<file path="src/rtl/id_stage_pkg.sv">
// rtl/id_stage_pkg.sv - shared widths, opcodes, ALUOp encodings and control decode for the ID stage
// Contents: LENGTH/ALU_OP_LENGTH defaults, MIPS opcode constants, ALUOp classes,
// ctrl_t control bundle and the decode() helper used by id_stage.
package id_stage_pkg;

    localparam int LENGTH_DEF        = 32;
    localparam int ALU_OP_LENGTH_DEF = 2;

    localparam logic [5:0] OP_RTYPE = 6'b000000;
    localparam logic [5:0] OP_LW    = 6'b100011;
    localparam logic [5:0] OP_SW    = 6'b101011;
    localparam logic [5:0] OP_BEQ   = 6'b000100;
    localparam logic [5:0] OP_ADDI  = 6'b001000;

    localparam logic [1:0] ALUOP_ADD   = 2'b00;
    localparam logic [1:0] ALUOP_SUB   = 2'b01;
    localparam logic [1:0] ALUOP_FUNCT = 2'b10;

    typedef struct packed {
        logic       reg_dst;
        logic       write_reg_mux;
        logic       memwrite;
        logic       memread;
        logic       alusrc;
        logic       regwrite;
        logic [1:0] alu_op;
    } ctrl_t;

    function automatic ctrl_t decode(input logic [5:0] opcode);
        ctrl_t c;
        c = '0;
        case (opcode)
            OP_RTYPE: begin
                c.reg_dst  = 1'b1;
                c.regwrite = 1'b1;
                c.alu_op   = ALUOP_FUNCT;
            end
            OP_LW: begin
                c.alusrc        = 1'b1;
                c.memread       = 1'b1;
                c.write_reg_mux = 1'b1;
                c.regwrite      = 1'b1;
                c.alu_op        = ALUOP_ADD;
            end
            OP_SW: begin
                c.alusrc   = 1'b1;
                c.memwrite = 1'b1;
                c.alu_op   = ALUOP_ADD;
            end
            OP_BEQ: begin
                c.alu_op = ALUOP_SUB;
            end
            OP_ADDI: begin
                c.alusrc   = 1'b1;
                c.regwrite = 1'b1;
                c.alu_op   = ALUOP_ADD;
            end
            default: c = '0;
        endcase
        return c;
    endfunction

endpackage

</file>
<file path="src/rtl/id_stage_regfile.sv">
// rtl/id_stage_regfile.sv - 32-entry register file, two combinational read ports, one write port
// Ports: clk, rst (async active-low, clears all entries), we/waddr/wdata (write port),
// raddr1/raddr2 -> rdata1/rdata2 (zero-latency reads, r0 always reads 0).
// Option: REGFILE_BYPASS_EN forwards same-cycle write data to a matching read port.
module regfile
    import id_stage_pkg::*;
#(
    parameter int LENGTH = LENGTH_DEF
) (
    input  logic              clk,
    input  logic              rst,
    input  logic              we,
    input  logic [4:0]        waddr,
    input  logic [LENGTH-1:0] wdata,
    input  logic [4:0]        raddr1,
    input  logic [4:0]        raddr2,
    output logic [LENGTH-1:0] rdata1,
    output logic [LENGTH-1:0] rdata2
);

    logic [LENGTH-1:0] mem [32];

    always_ff @(posedge clk or negedge rst) begin
        if (!rst) begin
            for (int i = 0; i < 32; i++) begin
                mem[i] <= '0;
            end
        end else if (we && (waddr != 5'd0)) begin
            mem[waddr] <= wdata;
        end
    end

    always_comb begin
        rdata1 = '0;
        rdata2 = '0;
        if (raddr1 != 5'd0) begin
`ifdef REGFILE_BYPASS_EN
            if (we && (raddr1 == waddr)) rdata1 = wdata;
            else                         rdata1 = mem[raddr1];
`else
            rdata1 = mem[raddr1];
`endif
        end
        if (raddr2 != 5'd0) begin
`ifdef REGFILE_BYPASS_EN
            if (we && (raddr2 == waddr)) rdata2 = wdata;
            else                         rdata2 = mem[raddr2];
`else
            rdata2 = mem[raddr2];
`endif
        end
    end

endmodule

</file>
<file path="src/rtl/id_stage.sv">
// rtl/id_stage.sv - pipeline decode stage: control decode, register file, load-use hazard, stall counter
// Ports: clk, rst (async active-low); instr from IF/ID; wb_RegWrite/wb_write_reg/wb_write_data
// writeback; ex_Memread/ex_rt from ID/EX; control outputs, ALUOp, Read_data_1/2, imm_ext,
// rs/rt/rd, stall, bubble, stall_cnt (saturating count of load-use stall cycles).
// Option: REGFILE_BYPASS_EN (inside regfile) enables same-cycle write-to-read forwarding.
module id_stage
    import id_stage_pkg::*;
#(
    parameter int LENGTH        = LENGTH_DEF,
    parameter int ALU_OP_LENGTH = ALU_OP_LENGTH_DEF
) (
    input  logic                     clk,
    input  logic                     rst,
    input  logic [31:0]              instr,
    input  logic                     wb_RegWrite,
    input  logic [4:0]               wb_write_reg,
    input  logic [LENGTH-1:0]        wb_write_data,
    input  logic                     ex_Memread,
    input  logic [4:0]               ex_rt,
    output logic                     RegDst,
    output logic                     Write_reg_mux,
    output logic                     Memwrite,
    output logic                     Memread,
    output logic                     ALUsrc,
    output logic                     RegWrite,
    output logic [ALU_OP_LENGTH-1:0] ALUOp,
    output logic [LENGTH-1:0]        Read_data_1,
    output logic [LENGTH-1:0]        Read_data_2,
    output logic [LENGTH-1:0]        imm_ext,
    output logic [4:0]               rs,
    output logic [4:0]               rt,
    output logic [4:0]               rd,
    output logic                     stall,
    output logic                     bubble,
    output logic [15:0]              stall_cnt
);

    ctrl_t ctrl;

    assign rs      = instr[25:21];
    assign rt      = instr[20:16];
    assign rd      = instr[15:11];
    assign imm_ext = {{(LENGTH-16){instr[15]}}, instr[15:0]};

    // Load in EX whose destination feeds this instruction: hold one cycle.
    // r0 is never a real dependency since it always reads 0.
    assign stall  = ex_Memread && (ex_rt != 5'd0) && ((ex_rt == rs) || (ex_rt == rt));
    assign bubble = stall;

    always_comb begin
        ctrl = decode(instr[31:26]);
        if (stall) ctrl = '0;
    end

    assign RegDst        = ctrl.reg_dst;
    assign Write_reg_mux = ctrl.write_reg_mux;
    assign Memwrite      = ctrl.memwrite;
    assign Memread       = ctrl.memread;
    assign ALUsrc        = ctrl.alusrc;
    assign RegWrite      = ctrl.regwrite;
    assign ALUOp         = ALU_OP_LENGTH'(ctrl.alu_op);

    // Writeback is independent of stall: the older instruction must still retire.
    regfile #(
        .LENGTH (LENGTH)
    ) u_regfile (
        .clk    (clk),
        .rst    (rst),
        .we     (wb_RegWrite),
        .waddr  (wb_write_reg),
        .wdata  (wb_write_data),
        .raddr1 (rs),
        .raddr2 (rt),
        .rdata1 (Read_data_1),
        .rdata2 (Read_data_2)
    );

    always_ff @(posedge clk or negedge rst) begin
        if (!rst) begin
            stall_cnt <= '0;
        end else if (stall && (stall_cnt != 16'hFFFF)) begin
            stall_cnt <= stall_cnt + 16'd1;
        end
    end

endmodule

</file>
<file path="config.mk">
export PLATFORM = sky130hd
export DESIGN_NAME = id_stage
export DESIGN_NICKNAME = d
export VERILOG_FILES = /design/src/rtl/id_stage_pkg.sv /design/src/rtl/id_stage_regfile.sv /design/src/rtl/id_stage.sv
export SDC_FILE = /design/constraint.sdc
export NUM_CORES = 2
export LEC_CHECK = 0
export ABC_CLOCK_PERIOD_IN_PS = 2020
export CORE_UTILIZATION = 40
export CTS_CLUSTER_DIAMETER = 80
export DETAILED_ROUTE_END_ITERATION = 6
export PLACE_DENSITY_LB_ADDON = 0.1
export SETUP_SLACK_MARGIN = 0.05
export SLEW_MARGIN = 0
export SYNTH_ARGS = -nofsm -noshare
export SYNTH_HDL_FRONTEND = slang
export SYNTH_SLANG_ARGS = --single-unit
</file>
<file path="constraint.sdc">
create_clock -name clk -period 2.02 [get_ports clk]
set_input_delay 0.202 -clock clk [delete_from_list [all_inputs] [get_ports clk]]
set_output_delay 0.202 -clock clk [all_outputs]
set_load 0.03 [all_outputs]
</file>
==> flow_summary.yaml <==
outcome:
  status: "complete, but fails checks"
  failed_checks: "negative setup slack"
floorplan:
  fp.dieW_um: 376
  fp-row-count: 136
  initial_core_util_pct: 40.5
  design.die.area_um2: 142000
  die_h_um: 376
  boundaryPins: 215
  core_um2: 138000
logic_synthesis:
  synthesis.instances: 3674
  mappedNetlistArea_um2: 56000
  post_synth_main_area_contributors: "sky130_fd_sc_hd__dfrtp_1, sky130_fd_sc_hd__mux2_2, sky130_fd_sc_hd__mux4_2, sky130_fd_sc_hd__mux2i_1, sky130_fd_sc_hd__clkbuf_1"
  number_of_distinct_library_cells_after_synthesis: 50
  ys_dominant_reg_cell: "sky130_fd_sc_hd__dfrtp_1"
  net_count_after_synthesis: 3753
  synth_warnings: 0
  synth_top_area_cell: "sky130_fd_sc_hd__dfrtp_1"
  postSynthRegisterBits: 1040
  yosysTopAreaCellShare_pct: 46.5
  synthArstFlopShare_pct: 100
  synth_enable_flop_cells: 0
  syn-mean-instance-area_um2: 15.2
  synth.yosys.seq_area_share_pct: 46.5
setup_path:
  worst-path-max-fanout: 2
  cp_capture_type: "primary output"
  worst_setup_path_start_kind: "flip-flop"
  critPathArrivalTime_ns: 2.58
  cp.required_ns: 1.82
  critical_path_class: "reg2out"
sta:
  slew_headroom_pct: 48.6
  finalSetupViolations: 74
  maxClockFrequency_mhz: 360
  clock-skew-final_ns: 0.0210
  tightestPinTransition_ns: 0.770
  final_critical_path_setup_slack_ns: -0.760
  fin_crit_sh_pct: 138
  timing.final.max_slew_violations: 0
  hold_viol_final: 0
  setup_tns_final_ns: -39.84
  rsz0062_at_grt: "true"
  timing.final.crit_period_ns: 2.78
layout:
  layout_commonest_cell: "sky130_fd_sc_hd__dfrtp_1"
  final_cell_mix: "sky130_fd_sc_hd__dfrtp_1, sky130_fd_sc_hd__mux2_2, sky130_fd_sc_hd__mux4_2, sky130_fd_sc_hd__buf_4, sky130_fd_sc_hd__buf_12"
  area_growth_pct: 26.7
  design.final.nets: 4221
  post_route_cells_drive_above_1_share_pct: 64.7
  fill_cells: 11500
global_routing:
  grt_util_met1_pct: 39.5
  antenna_found_initial: 6
  grt_ovf: 0
  grt_util_all_layers_pct: 28.2
  gr_layer_usage_met3_pct: 4.41
  grt_pass1_wl_mm: 289
  grt_start_max_net_pins: 109
  globalRouteMet2Util_pct: 45.3
  gr_peak_layer: "met2"
  number_of_global_route_vias_before_repair: 39900
min_path:
  hp-class: "in2async"
run:
  drv_cap: 0
placed_design:
  detailed_place_hpwl_mm: 132
  portBuffers: 161
  gp_congestion: 0.846
  dp_worst_setup_slack_ns: -0.704
route:
  post-route-drc-count: 0
  route.detailed.vias_per_inst: 6.14
  postRouteWirelength_mm: 198
  first_pass_iters: 5
  detail_route.wl_per_cell_um: 32.5
  post_drt_antenna_nets: 0
  drt_iter0_drc: 2888
  route.vias.total: 37500
clock_tree:
  clk_pin_slew_worst_paths_ns: 0.07
  tritoncts.num_buffers: 119
  cts_root_buffer: "sky130_fd_sc_hd__clkbuf_16"
  ctsLongestPathBuffers: 3
  cts.sinks: 1040
  cts_htree_levels: 3
  clkLatencyLatePin_ns: 0.74
  clock_tree_from_tritoncts: "done"
power:
  worst_ir_drop_vdd_uv: 784
  lkg_pwr_nw: 30.5
  p_per_cell_area_nw_per_um2: 942
cells in the mapped netlist (8+ instances only):
library cell and instances:
sky130_fd_sc_hd__dfrtp_1 1040, sky130_fd_sc_hd__mux2_2 1028, sky130_fd_sc_hd__mux4_2 512, sky130_fd_sc_hd__clkbuf_1 199
sky130_fd_sc_hd__mux2i_1 102, sky130_fd_sc_hd__buf_4 99, sky130_fd_sc_hd__buf_2 82, sky130_fd_sc_hd__nor2_1 77
sky130_fd_sc_hd__a21oi_1 70, sky130_fd_sc_hd__nor2b_1 62, sky130_fd_sc_hd__a211oi_1 58, sky130_fd_sc_hd__buf_1 49
sky130_fd_sc_hd__nand2_1 40, sky130_fd_sc_hd__a221oi_1 39, sky130_fd_sc_hd__buf_6 31, sky130_fd_sc_hd__xnor2_1 22
sky130_fd_sc_hd__o21ai_0 21, sky130_fd_sc_hd__a2111oi_0 19, sky130_fd_sc_hd__a211o_1 18, sky130_fd_sc_hd__a22oi_1 15
sky130_fd_sc_hd__nand3_1 13, sky130_fd_sc_hd__a221oi_2 10, sky130_fd_sc_hd__a2111oi_1 8
area by class of cell:
cell class / instances / area [um2] / share of cell area (%)
clock buffers: 176 / 3580 / 5.04
repair buffers: 811 / 9110 / 12.8
well taps: 1863 / 2330 / 3.28
diodes: 1 / 2.50 / 0.00353
multi-input cells: 2167 / 29300 / 41.3
flip-flops and latches: 1040 / 26000 / 36.7
inverters: 3 / 11.3 / 0.0159
clock inverters: 40 / 566 / 0.797
registers in the layout, indices dropped and copies added (netlist names):
name           count
u_regfile.mem   1024
stall_cnt         16
through the flow:
stage               area [um2]  std cells  utilization, %  hold slack [ns]  total power, mW
detailed placement       65400       5859            47.3            0.130             43.4
CTS                      70600       6084            51.1            0.220             67.1
global route             71000       6101            51.4            0.267             69.6
finish                   71000       6101            51.4            0.261             66.9
floorplan                56800       3674               -          -0.0936             37.5
global placement         65400       5859            47.3            0.137             42.6
cell families (layout without fill, tap and decap cells):
| logic type | Yosys count | after routing | share of synthesized area (%) |
|---|---|---|---|
| mux | 1642 | 1642 | 43.1 |
| flops | 1040 | 1040 | 46.5 |
| buf+inv | 467 | 1030 | 4.48 |
| compound gates | 262 | 262 | 3.43 |
| simple gates | 240 | 240 | 2.20 |
| xor+xnor | 22 | 22 | 0.344 |
| fa+ha+maj | 1 | 1 | 0.0223 |
| other cells | 0 | 1 | 0 |
path summary, 6_finish.rpt:
path                       depth (start not counted)  slack [ns]          startpoint                  to
max                                                8       -0.76  u_regfile.mem[275]     Read_data_1[19]
min                                                3        0.26                 rst  u_regfile.mem[543]
max reg2reg                                        6        0.21        stall_cnt[1]        stall_cnt[1]
min reg2reg                                        0        0.39  u_regfile.mem[995]  u_regfile.mem[995]
max in group asynchronous                          3        0.78                 rst  u_regfile.mem[505]
min in group clk                                   0        0.39  u_regfile.mem[995]  u_regfile.mem[995]
worst max-delay path, stage by stage, from the launching register on:
cell	delay, ns
sky130_fd_sc_hd__dfrtp_1	0.39
sky130_fd_sc_hd__buf_6	0.12
sky130_fd_sc_hd__mux4_2	0.48
sky130_fd_sc_hd__mux2i_1	0.16
sky130_fd_sc_hd__nor2_1	0.07
sky130_fd_sc_hd__a221oi_2	0.21
sky130_fd_sc_hd__buf_4	0.18
sky130_fd_sc_hd__a21oi_4	0.07
sky130_fd_sc_hd__buf_6	0.18
timing repair:
item / in CTS / in global routing
gates cloned: 2 / 0
hold buffers: 2 / 0
hold endpoints to repair: 1040 / 0
resized for setup: 241 / 52
endpoints found under the setup margin: 90 / 74
setup buffers: 21 / 17
pin swaps: 102 / 24
where the power goes:
group | total, mW | switching, mW | internal [mW]
logic | 16.2 | 6.53 | 9.69
registers | 27.7 | 2.96 | 24.8
clock network | 22.9 | 9.11 | 13.8
routing by layer:
metal,part of all wire (%),wire length [um]
met2,48,94800
met3,6.2,12300
met1,43,85400
met4,2.9,5820
met5,0,0
Note: power is estimated with default switching activity, not from simulation.
